--- src/rtl/hook_sprite_renderer.sv ---
// hook_sprite_renderer: overlays the 16x16 hook sprite ROM onto the VGA pixel stream.
// Anchor updates use a valid/ready handshake and are applied only at frame_start.
// Optional build macro: HOOK_SCALE2X_EN doubles the sprite to 2x2 pixels per texel.
module hook_sprite_renderer #(
  parameter int unsigned SPRITE_W  = 16,
  parameter int unsigned SPRITE_H  = 16,
  parameter logic [11:0] KEY_COLOR = 12'h0F0,
  parameter logic [9:0]  HOME_X    = 10'd312,
  parameter logic [9:0]  HOME_Y    = 10'd0
) (
  input  logic        clk,
  input  logic        reset,
  input  logic        frame_start,
  input  logic [9:0]  pos_x,
  input  logic [9:0]  pos_y,
  input  logic        pos_valid,
  output logic        pos_ready,
  input  logic [9:0]  pix_x,
  input  logic [9:0]  pix_y,
  input  logic        video_on,
  input  logic [11:0] bg_rgb,
  output logic [3:0]  rom_row,
  output logic [3:0]  rom_col,
  input  logic [11:0] rom_data,
  output logic [11:0] rgb_out,
  output logic        hook_on
);

`ifdef HOOK_SCALE2X_EN
  localparam int unsigned BOX_W    = 2 * SPRITE_W;
  localparam int unsigned BOX_H    = 2 * SPRITE_H;
  localparam int unsigned TEX_SH   = 1;
`else
  localparam int unsigned BOX_W    = SPRITE_W;
  localparam int unsigned BOX_H    = SPRITE_H;
  localparam int unsigned TEX_SH   = 0;
`endif
  localparam int unsigned CW       = 11;

  logic [9:0]    act_x, act_y;
  logic [9:0]    pend_x, pend_y;
  logic          pending_full;
  logic          pending_full_nxt;
  logic          xfer;

  logic [CW-1:0] dx, dy;
  logic [CW-1:0] x_end, y_end;
  logic          in_box;

  logic          in_box_d;
  logic          video_d;
  logic [11:0]   bg_d;

  // Next occupancy of the pending slot; a transfer can only happen when the slot is empty
  always_comb begin
    xfer             = pos_valid && pos_ready;
    pending_full_nxt = pending_full;
    if (xfer) begin
      pending_full_nxt = 1'b1;
    end else if (frame_start) begin
      pending_full_nxt = 1'b0;
    end
  end

  // Pending slot and active anchor; the anchor only moves at frame start
  always_ff @(posedge clk) begin
    if (reset) begin
      pend_x       <= '0;
      pend_y       <= '0;
      pending_full <= 1'b0;
      pos_ready    <= 1'b1;
      act_x        <= HOME_X;
      act_y        <= HOME_Y;
    end else begin
      if (xfer) begin
        pend_x <= pos_x;
        pend_y <= pos_y;
      end
      if (frame_start && pending_full) begin
        act_x <= pend_x;
        act_y <= pend_y;
      end
      pending_full <= pending_full_nxt;
      pos_ready    <= !pending_full_nxt;
    end
  end

  // Stage 0: screen to sprite mapping, 11-bit arithmetic so the box never wraps
  always_comb begin
    dx     = {1'b0, pix_x} - {1'b0, act_x};
    dy     = {1'b0, pix_y} - {1'b0, act_y};
    x_end  = {1'b0, act_x} + CW'(BOX_W);
    y_end  = {1'b0, act_y} + CW'(BOX_H);
    in_box = video_on
          && (pix_x >= act_x) && ({1'b0, pix_x} < x_end)
          && (pix_y >= act_y) && ({1'b0, pix_y} < y_end);
    rom_row = '0;
    rom_col = '0;
    if (in_box) begin
      rom_row = 4'(dy >> TEX_SH);
      rom_col = 4'(dx >> TEX_SH);
    end
  end

  // Stage 1: delay pixel attributes to line up with the ROM read
  always_ff @(posedge clk) begin
    if (reset) begin
      in_box_d <= 1'b0;
      video_d  <= 1'b0;
      bg_d     <= '0;
    end else begin
      in_box_d <= in_box;
      video_d  <= video_on;
      bg_d     <= bg_rgb;
    end
  end

  // Stage 2: blank, opaque texel, or background
  always_ff @(posedge clk) begin
    if (reset) begin
      rgb_out <= '0;
      hook_on <= 1'b0;
    end else if (!video_d) begin
      rgb_out <= '0;
      hook_on <= 1'b0;
    end else if (in_box_d && (rom_data != KEY_COLOR)) begin
      rgb_out <= rom_data;
      hook_on <= 1'b1;
    end else begin
      rgb_out <= bg_d;
      hook_on <= 1'b0;
    end
  end

endmodule

--- config.mk ---
export PLATFORM = sky130hd
export DESIGN_NAME = hook_sprite_renderer
export DESIGN_NICKNAME = d
export VERILOG_FILES = /design/src/rtl/hook_sprite_renderer.sv
export SDC_FILE = /design/constraint.sdc
export NUM_CORES = 1
export LEC_CHECK = 0
export ABC_AREA = 1
export CAP_MARGIN = 20
export CORE_MARGIN = 5
export CORE_UTILIZATION = 45
export DETAILED_ROUTE_END_ITERATION = 6
export PLACE_DENSITY = 0.75
export SLEW_MARGIN = 20
export SYNTH_ARGS = -nofsm -noshare
export SYNTH_HDL_FRONTEND = slang
export SYNTH_SLANG_ARGS = --single-unit
--- constraint.sdc ---
create_clock -name clk -period 3.6 [get_ports clk]
set_clock_uncertainty 0.1 [all_clocks]
set_input_delay 0.36 -clock clk [delete_from_list [all_inputs] [get_ports clk]]
set_output_delay 0.36 -clock clk [all_outputs]
set_load 0.05 [all_outputs]
==> Word-level counts from Yosys, hierarchy flattened <==
Cells that the tools add are included.
{ "classes": {"addsub": 4, "mul": 0, "n_div": 0, "n_lt_le_gt_ge": 4, "eq_ne": 1, "shift": 0, "muxes": 6, "n_bitwise": 1, "n_reduce_logical": 9} }
{ "ops": {"columns": ["operator", "count"], "rows": [
  ["$add 10x5->11 const B", 2],
  ["$lt 10x11->1", 2],
  ["$ge 10x10->1", 2],
  ["$mux 12", 1],
  ["$ne 12x8->1 const B", 1],
  ["$mux 4", 2],
  ["$sub 4x4->4", 2],
  ["$logic_and 1x1->1", 7],
  ["$mux 1", 3],
  ["$reduce_or 2->1", 1],
  ["$logic_not 1->1", 1],
  ["$not 1->1", 1]
]} }
{ "totals": {"regBits": 69, "latch_bits": 0, "ram_bits": 0, "romBits": 0, "input_bits": 69, "out_inout_bits": 22, "elab_cells": 36, "memories": 0} }

==> Longest topological paths before layout <==
Gate-level depths: netlist (run 1).
{ "logic_depth": {"word_depth": 6, "depth_mapped": 14, "mapped_depth_nobuf": 14} }

==> Least setup slack after synthesis (run 1) <==
OpenSTA, ideal clock, no wires.
{ "synth_timing": {"path_type": "register -> output", "start": "register act_x[4]", "end": "output port rom_col[0]", "arrival_time_ns": 2.341, "t_required_ns": 3.140, "setup_slack_ns": 0.799, "stages_incl_launch_ff": 12, "n_path_buf": 0, "cell_sequence": "dfxtp_1 ha_1 nand3_1 xor2_1 ha_1 a21oi_1 o21bai_1 nand2_1 nand3_1 nor2_2 nand3_4 nor2_1"} }
{ "synth_via": {"elab_chain_cells": 6} }
{ "synth_lines": {"columns": ["element", "line", "source"], "rows": [
  ["start, declared", "40", "logic [9:0] act_x, act_y;"],
  ["start signal, assigned", "80", "act_x <= pend_x;"],
  ["$add 10x5->11 / $ge 10x10->1 (equally long branches)", "92, 95", null],
  ["$lt 10x11->1 / $logic_and 1x1->1 (equally long branches)", "95", "&& (pix_x >= act_x) && ({1'b0, pix_x} < x_end)"],
  ["$logic_and 1x1->1 (*)", "95", null],
  ["$logic_and 1x1->1 (*) (2 in a row)", "96", "&& (pix_y >= act_y) && ({1'b0, pix_y} < y_end);"],
  ["$mux 4 (*)", "99", "if (in_box) begin"],
  ["end, declared", "23", "output logic [3:0] rom_col,"]
]} }
Every way passes the cells marked *; elsewhere a longest branch is shown, timed or not.

==> Worst setup path in the final report (run 1) <==
{ "layout_timing": {"start": "register act_x[4]", "end": "output port rom_col[1]"} }
Same word-level chain as after synthesis.

==> results of run 1 <==
## sequential cells by signal (all words and copies together) (netlist names)
name and cells:
hook_on 1, act_x 10, video_d 1, pending_full 1, rgb_out 12, pend_x 10, bg_d 12, act_y 10
pend_y 10, in_box_d 1, pos_ready 1
## worst min-delay path, stage by stage (launching register included)
cell	delay, ns
dfxtp_1	0.29
nand2_1	0.06
a21oi_1	0.06
## metrics by stage
stage | instance area (um^2) | cells
finish | 4580 | 652
global route | 4580 | 652
CTS | 4580 | 652
detailed placement | 4390 | 636
global placement | 4390 | 636
floorplan | 3420 | 459
## power by group through the flow
stage	Sequential (mW)	Clock, mW	Combinational (mW)
floorplan	0.852	0	0.198
global placement	0.843	0	0.336
detailed placement	0.845	0	0.344
CTS	0.828	0.623	0.347
global route	0.833	0.661	0.390
finish	0.828	0.608	0.345
## layer usage
metal | routed length (um) | track usage, % | up-vias
li1 | - | - | 1645
met1 | 3610 | 20.6 | 1379
met2 | 3730 | 28.8 | 68
met3 | 513 | 6.39 | 7
met4 | 67 | 5.29 | 0
met5 | 0 | 0 | -
## cells by family after synthesis
logic type,count (synthesis)
and+or+nand+nor,182
AOI/OAI and AO/OA,86
buffers and inverters,74
DFF,69
adders and majority gates,36
xor gates and xnor gates,12
## worst max path at each step
stage | from | to | cells past startpoint
2_1_floorplan | act_x[4] | rom_col[0] | 11
3_3_place_gp | pix_x[0] | rom_col[0] | 16
3_5_place_dp | pix_x[0] | rom_row[3] | 16
4_1_cts | act_x[4] | rom_row[3] | 12
5_1_grt | act_x[4] | rom_col[1] | 12
6_report | act_x[4] | rom_col[1] | 12
## area by class of cell
cell class	instances	area, um^2
clock buffer	12	145
clock inverter	4	47.5
fill	642	2750
inverter	59	221
multi-input combinational	316	1760
sequential	69	1380
tap	99	124
timing repair buffer	93	903
## layout by cell type, fill, tap and decap left out
cell,instances
nor3_1,2
a21oi_1,31
nand2_1,61
o21a_1,2
nand3_1,10
clkbuf_8,10
nor2_1,99
xor2_1,7
o21ai_0,45
nand3_4,1
inv_1,58
fa_1,2
nor4_1,1
o211ai_1,4
clkinvlp_4,1
bufinv_16,1
buf_4,11
a21o_1,2
clkdlybuf4s50_1,82
ha_1,34
nand4_1,6
nor2_2,2
dfxtp_1,69
clkinv_1,1
xnor2_1,5
clkinv_2,2
clkbuf_1,2
o21bai_1,2
==> impl_metrics.py, run 1 <==
metrics = {
    "logic_synthesis": {
        "synthDominantCellAreaShare_pct": 40.4,
        "synth_top_family_by_area": "simple AND/OR/NAND/NOR gates",
        "syn_area_per_cell_um2": 7.46,
        "synth_top_flop_cell": "dfxtp_1",
        "synth_fa_ha_area_share_pct": 13.6,
        "synthSimpleGateAreaFrac_pct": 21.5,
        "yosysMostFrequentCell": "nor2_1",
        "synthTopCellsByCount": "99 x nor2_1, 69 x dfxtp_1, 61 x nand2_1",
        "synthMuxAreaShare_pct": 0,
        "ys_types": 23,
        "synth_area_leader_cell": "dfxtp_1",
        "synth_seq_area_share_pct": 40.4,
        "netlist_area_um2": 3420,
        "synth_edf_count": 0,
        "async_flop_share_pct": 0,
        "synth_cells": 459,
        "synth_compound_area_share_pct": 13.3,
        "ys_warn_count": 0,
        "ys_ff_latch": 69,
        "synth_fp_nets": 564,
        "synth_area_leaders": "dfxtp_1 40%, ha_1 12%, nor2_1 11%",
        "synth_xor_area_share_pct": 3.07,
    },
    "setup_path": {
        "slowest_stage": "dfxtp_1",
        "cpPeakStageDelay_ns": 0.38,
        "cp.required_ns": 3.14,
        "start_kind": "flip-flop",
        "end_kind": "output pin",
        "r2r-start": "act_x[4]",
        "path_cells": "ha_1, nand3_1, xor2_1, ha_1, a21oi_1, o21bai_1, nand2_1, nand3_1, nor2_2, nand3_4, nor2_1, buf_4",
        "worstPathArrival_ns": 2.59,
        "crit_family": "simple AND/OR/NAND/NOR gates",
        "critPathBufInv": 1,
        "r2r-end": "in_box_d",
        "crit_type": "flip-flop to output pin",
        "worst-r2r-setup-slack_ns": 1.39,
        "crit_fanout": 9,
        "rr_worst_depth": 11,
    },
    "drt": {
        "vias": 3099,
        "wl_per_cell_um": 12.1,
        "drtAntennaViolNets": 0,
        "wl_mm": 7.92,
        "first_pass_iters": 4,
        "vias_per_cell": 4.75,
        "drc": 0,
        "drt_first_iter_violations": 237,
    },
    "grt": {
        "grt_pass1_wl_mm": 13.5,
        "grt_max_degree": 41,
        "grt-ovfl-total": 0,
        "grt_usage_pct": 17.2,
        "grt_pass1_vias": 3030,
        "antenna_found_initial": 0,
    },
    "outcome": {
        "status": "complete, no violations",
    },
    "sta": {
        "fin_ws_ns": 0.548,
        "fmax_mhz": 328,
        "setup_viol": 0,
        "grt_setup_unrepaired": "no",
        "hold_violations": 0,
        "slew_violations": 0,
        "slew_headroom_pct": 56.5,
        "fin_hold_ws_ns": 0.352,
        "post-route-min-period_ns": 3.05,
        "tns_ns": 0,
        "fin_crit_sh_pct": 84.8,
        "worst_slew_pin_slew_ns": 0.651,
    },
    "clock_network": {
        "cts_buffers": 9,
        "clkTransAtPathRegs_ns": 0.07,
        "holdBufCountCts": 0,
        "cts.repair.resized": 0,
        "cts_tree": "yes",
        "cts.sinks": 69,
        "clock_path_buffers": 2,
        "postCtsSetupBuffers": 0,
        "cts_max_level": 3,
        "clk_latency_ns": 0.34,
        "root_buffer": "clkbuf_8",
    },
    "floorplanning": {
        "boundaryPins": 91,
        "coreArea_um2": 7330,
        "die_h_um": 97.2,
        "rows": 31,
        "start_util_pct": 46.7,
        "die-area_um2": 9450,
        "fp.dieW_um": 97.2,
    },
    "power_and_ir_drop": {
        "powerDensity_nw_per_um2": 388,
        "pwr-share-comb_pct": 19.4,
        "p_leak_nw": 2.03,
        "pwr-share-seq_pct": 46.5,
        "power.internal_mw": 1.31,
        "p_switching_mw": 0.473,
        "p_clk_share_pct": 34.1,
        "irDropWorstVdd_mv": 0.257,
        "sw_frac_of_total_pct": 26.5,
        "totalPowerFinal_mw": 1.78,
    },
    "placement": {
        "place_ws_ns": 0.807,
        "place_congestion": 0.855,
        "hpwl_mm": 6.33,
        "io_buffers": 90,
    },
    "worst_hold_path": {
        "min_path_type": "flip-flop to flip-flop",
        "whs_path_depth": 2,
        "holdPathEnd": "rgb_out[10]",
        "hold_start": "bg_d[10]",
    },
    "finish": {
        "area_growth_pct": 33.9,
        "num_antenna_cells": 0,
        "final_core_util_pct": 62.5,
        "drive_gt1_share_pct": 5.06,
        "nNetsFinal": 653,
    },
    "run": {
        "max-cap-violations": 0,
    },
}
Power figures use the tool's default switching activity.
==> run 2: changes to the inputs <==
clock period = 3.1 ns   (was 3.6 ns; I/O delays follow)
==> impl_metrics.py, run 2 (synthesis gave the netlist of run 1 again) <==
metrics = {
    "setup_path": {
        "crit_fanout": 5,
        "start_kind": "flip-flop",
        "r2r-start": "act_y[5]",
        "cp.required_ns": 2.69,
        "cpPeakStageDelay_ns": 0.36,
        "end_kind": "output pin",
        "path_cells": "ha_2, nand3_1, xor2_1, ha_1, a21o_1, nand3_1, nand2_1, inv_1, nand2_1, nor2_4, nand3_4, nor2_4, buf_12",
        "slowest_stage": "dfxtp_1",
        "crit_type": "flip-flop to output pin",
        "startpoint": "act_y[5]",
        "worstPathArrival_ns": 2.53,
    },
    "worst_hold_path": {
        "hold_start": "bg_d[2]",
        "min_path_type": "flip-flop to flip-flop",
    },
    "finish": {
        "final_core_util_pct": 65.6,
        "num_antenna_cells": 0,
        "final_cell_mix": "91 x nor2_1, 82 x clkdlybuf4s50_1, 66 x dfxtp_1",
        "fin_cells": 655,
        "regArea_um2": 1390,
        "area_growth_pct": 40.5,
        "drive_gt1_share_pct": 8.27,
        "largestRegisters": "bg_d x12, rgb_out x12",
        "final_common_cell": "nor2_1",
        "multi_input_area_um2": 1870,
        "stdcell_area_um2": 4810,
        "nNetsFinal": 656,
        "fillers": 612,
    },
    "floorplanning": {
        "die-area_um2": 9450,
        "rows": 31,
        "fp.dieW_um": 97.2,
        "coreArea_um2": 7330,
        "die_h_um": 97.2,
        "boundaryPins": 91,
        "start_util_pct": 46.7,
    },
    "placement": {
        "place_ws_ns": 0.354,
        "io_buffers": 90,
        "placed_area_um2": 4500,
        "hpwl_mm": 6.32,
        "place_congestion": 0.901,
        "place_inst": 637,
    },
    "clock_network": {
        "cts_tree": "yes",
        "cts.sinks": 69,
        "cts_max_level": 3,
        "clk_latency_ns": 0.32,
        "holdBufCountCts": 0,
        "cts_buffers": 9,
        "clkTransAtPathRegs_ns": 0.07,
        "clock_path_buffers": 2,
        "root_buffer": "clkbuf_8",
    },
    "sta": {
        "slew_headroom_pct": 57.2,
        "fin_ws_ns": 0.165,
        "slew_violations": 0,
        "worst_slew_pin_slew_ns": 0.641,
        "post-route-min-period_ns": 2.94,
        "hold_violations": 0,
        "setup_viol": 0,
        "fmax_mhz": 341,
        "fin_crit_sh_pct": 94.7,
    },
    "power_and_ir_drop": {
        "p_leak_nw": 2.06,
        "powerDensity_nw_per_um2": 432,
        "totalPowerFinal_mw": 2.08,
        "irDropWorstVdd_mv": 0.325,
    },
    "drt": {
        "drt_first_iter_violations": 161,
        "vias_per_cell": 4.80,
        "vias": 3144,
        "drtAntennaViolNets": 0,
        "wl_mm": 7.99,
        "drc": 0,
        "first_pass_iters": 5,
        "wl_per_cell_um": 12.2,
    },
    "grt": {
        "grt_max_degree": 42,
        "antenna_found_initial": 0,
        "grt_pass1_vias": 3191,
        "grt_usage_pct": 16.9,
        "grt-ovfl-total": 0,
        "grt_pass1_wl_mm": 13.5,
    },
    "run": {
        "max-cap-violations": 0,
    },
    "outcome": {
        "status": "complete, no violations",
    },
}
## run 2: cell count changes in the layout (fill, tap and decap cells not counted), moves of 2 or more
cell	delta
nor2_4	+9
buf_12	+8
nor2_1	-8
buf_4	-6
dfxtp_1	-3
dfxtp_2	+3
ha_1	-2
nor3_1	-2
nor3_2	+2
## run 2: metrics by stage
step / hold WS [ns] / TNS (ns)
finish: 0.350 / 0
floorplan: 0.317 / 0
CTS: 0.356 / 0
global placement: 0.340 / 0
global route: 0.372 / -0.0132
detailed placement: 0.339 / 0
## run 2: repair_timing
| action | in CTS | in global routing |
|---|---|---|
| endpoints found under the setup margin | 0 | 8 |
| gates resized for setup | 0 | 26 |
| buffers inserted | 0 | 1 |
## run 2: critical path, delay by kind of cell (launching register included)
kind | cells | cell delay, ns
buffers and inverters | 2 | 0.18
flip-flops | 1 | 0.36
XOR/XNOR | 1 | 0.19
AO/OA/AOI/OAI | 1 | 0.16
adder cells (fa/ha/maj) | 2 | 0.48
AND/OR/NAND/NOR | 7 | 0.82
## run 2: power breakdown
part	switching [mW]	total [mW]	internal, mW
sequential	0.0250	0.963	0.938
combinational	0.228	0.431	0.204
clock	0.294	0.685	0.391
total	0.547	2.08	1.53
## run 2: final cells by class
type / count / area share, %
multi-input combinational: 317 / 38.8
sequential: 69 / 28.8
clock buffer: 12 / 3.02
tap: 99 / 2.58
timing repair buffer: 95 / 21.2
clock inverter: 4 / 0.989
inverter: 59 / 4.60
## run 2: routing by layer
metal	global-route usage, %	vias up	part of all wire, %
li1	-	1659	-
met1	20.2	1394	42
met2	27.8	83	48
met3	6.53	8	8.2
met4	5.62	0	1.1
met5	0	-	0
## run 2: final timing paths
| kind | endpoint | slack (ns) | cells after the start |
|---|---|---|---|
| max | rom_col[0] | 0.16 | 13 |
| max reg2reg | in_box_d | 0.83 | 13 |
| min | rgb_out[2] | 0.35 | 2 |
| min reg2reg | rgb_out[2] | 0.35 | 2 |
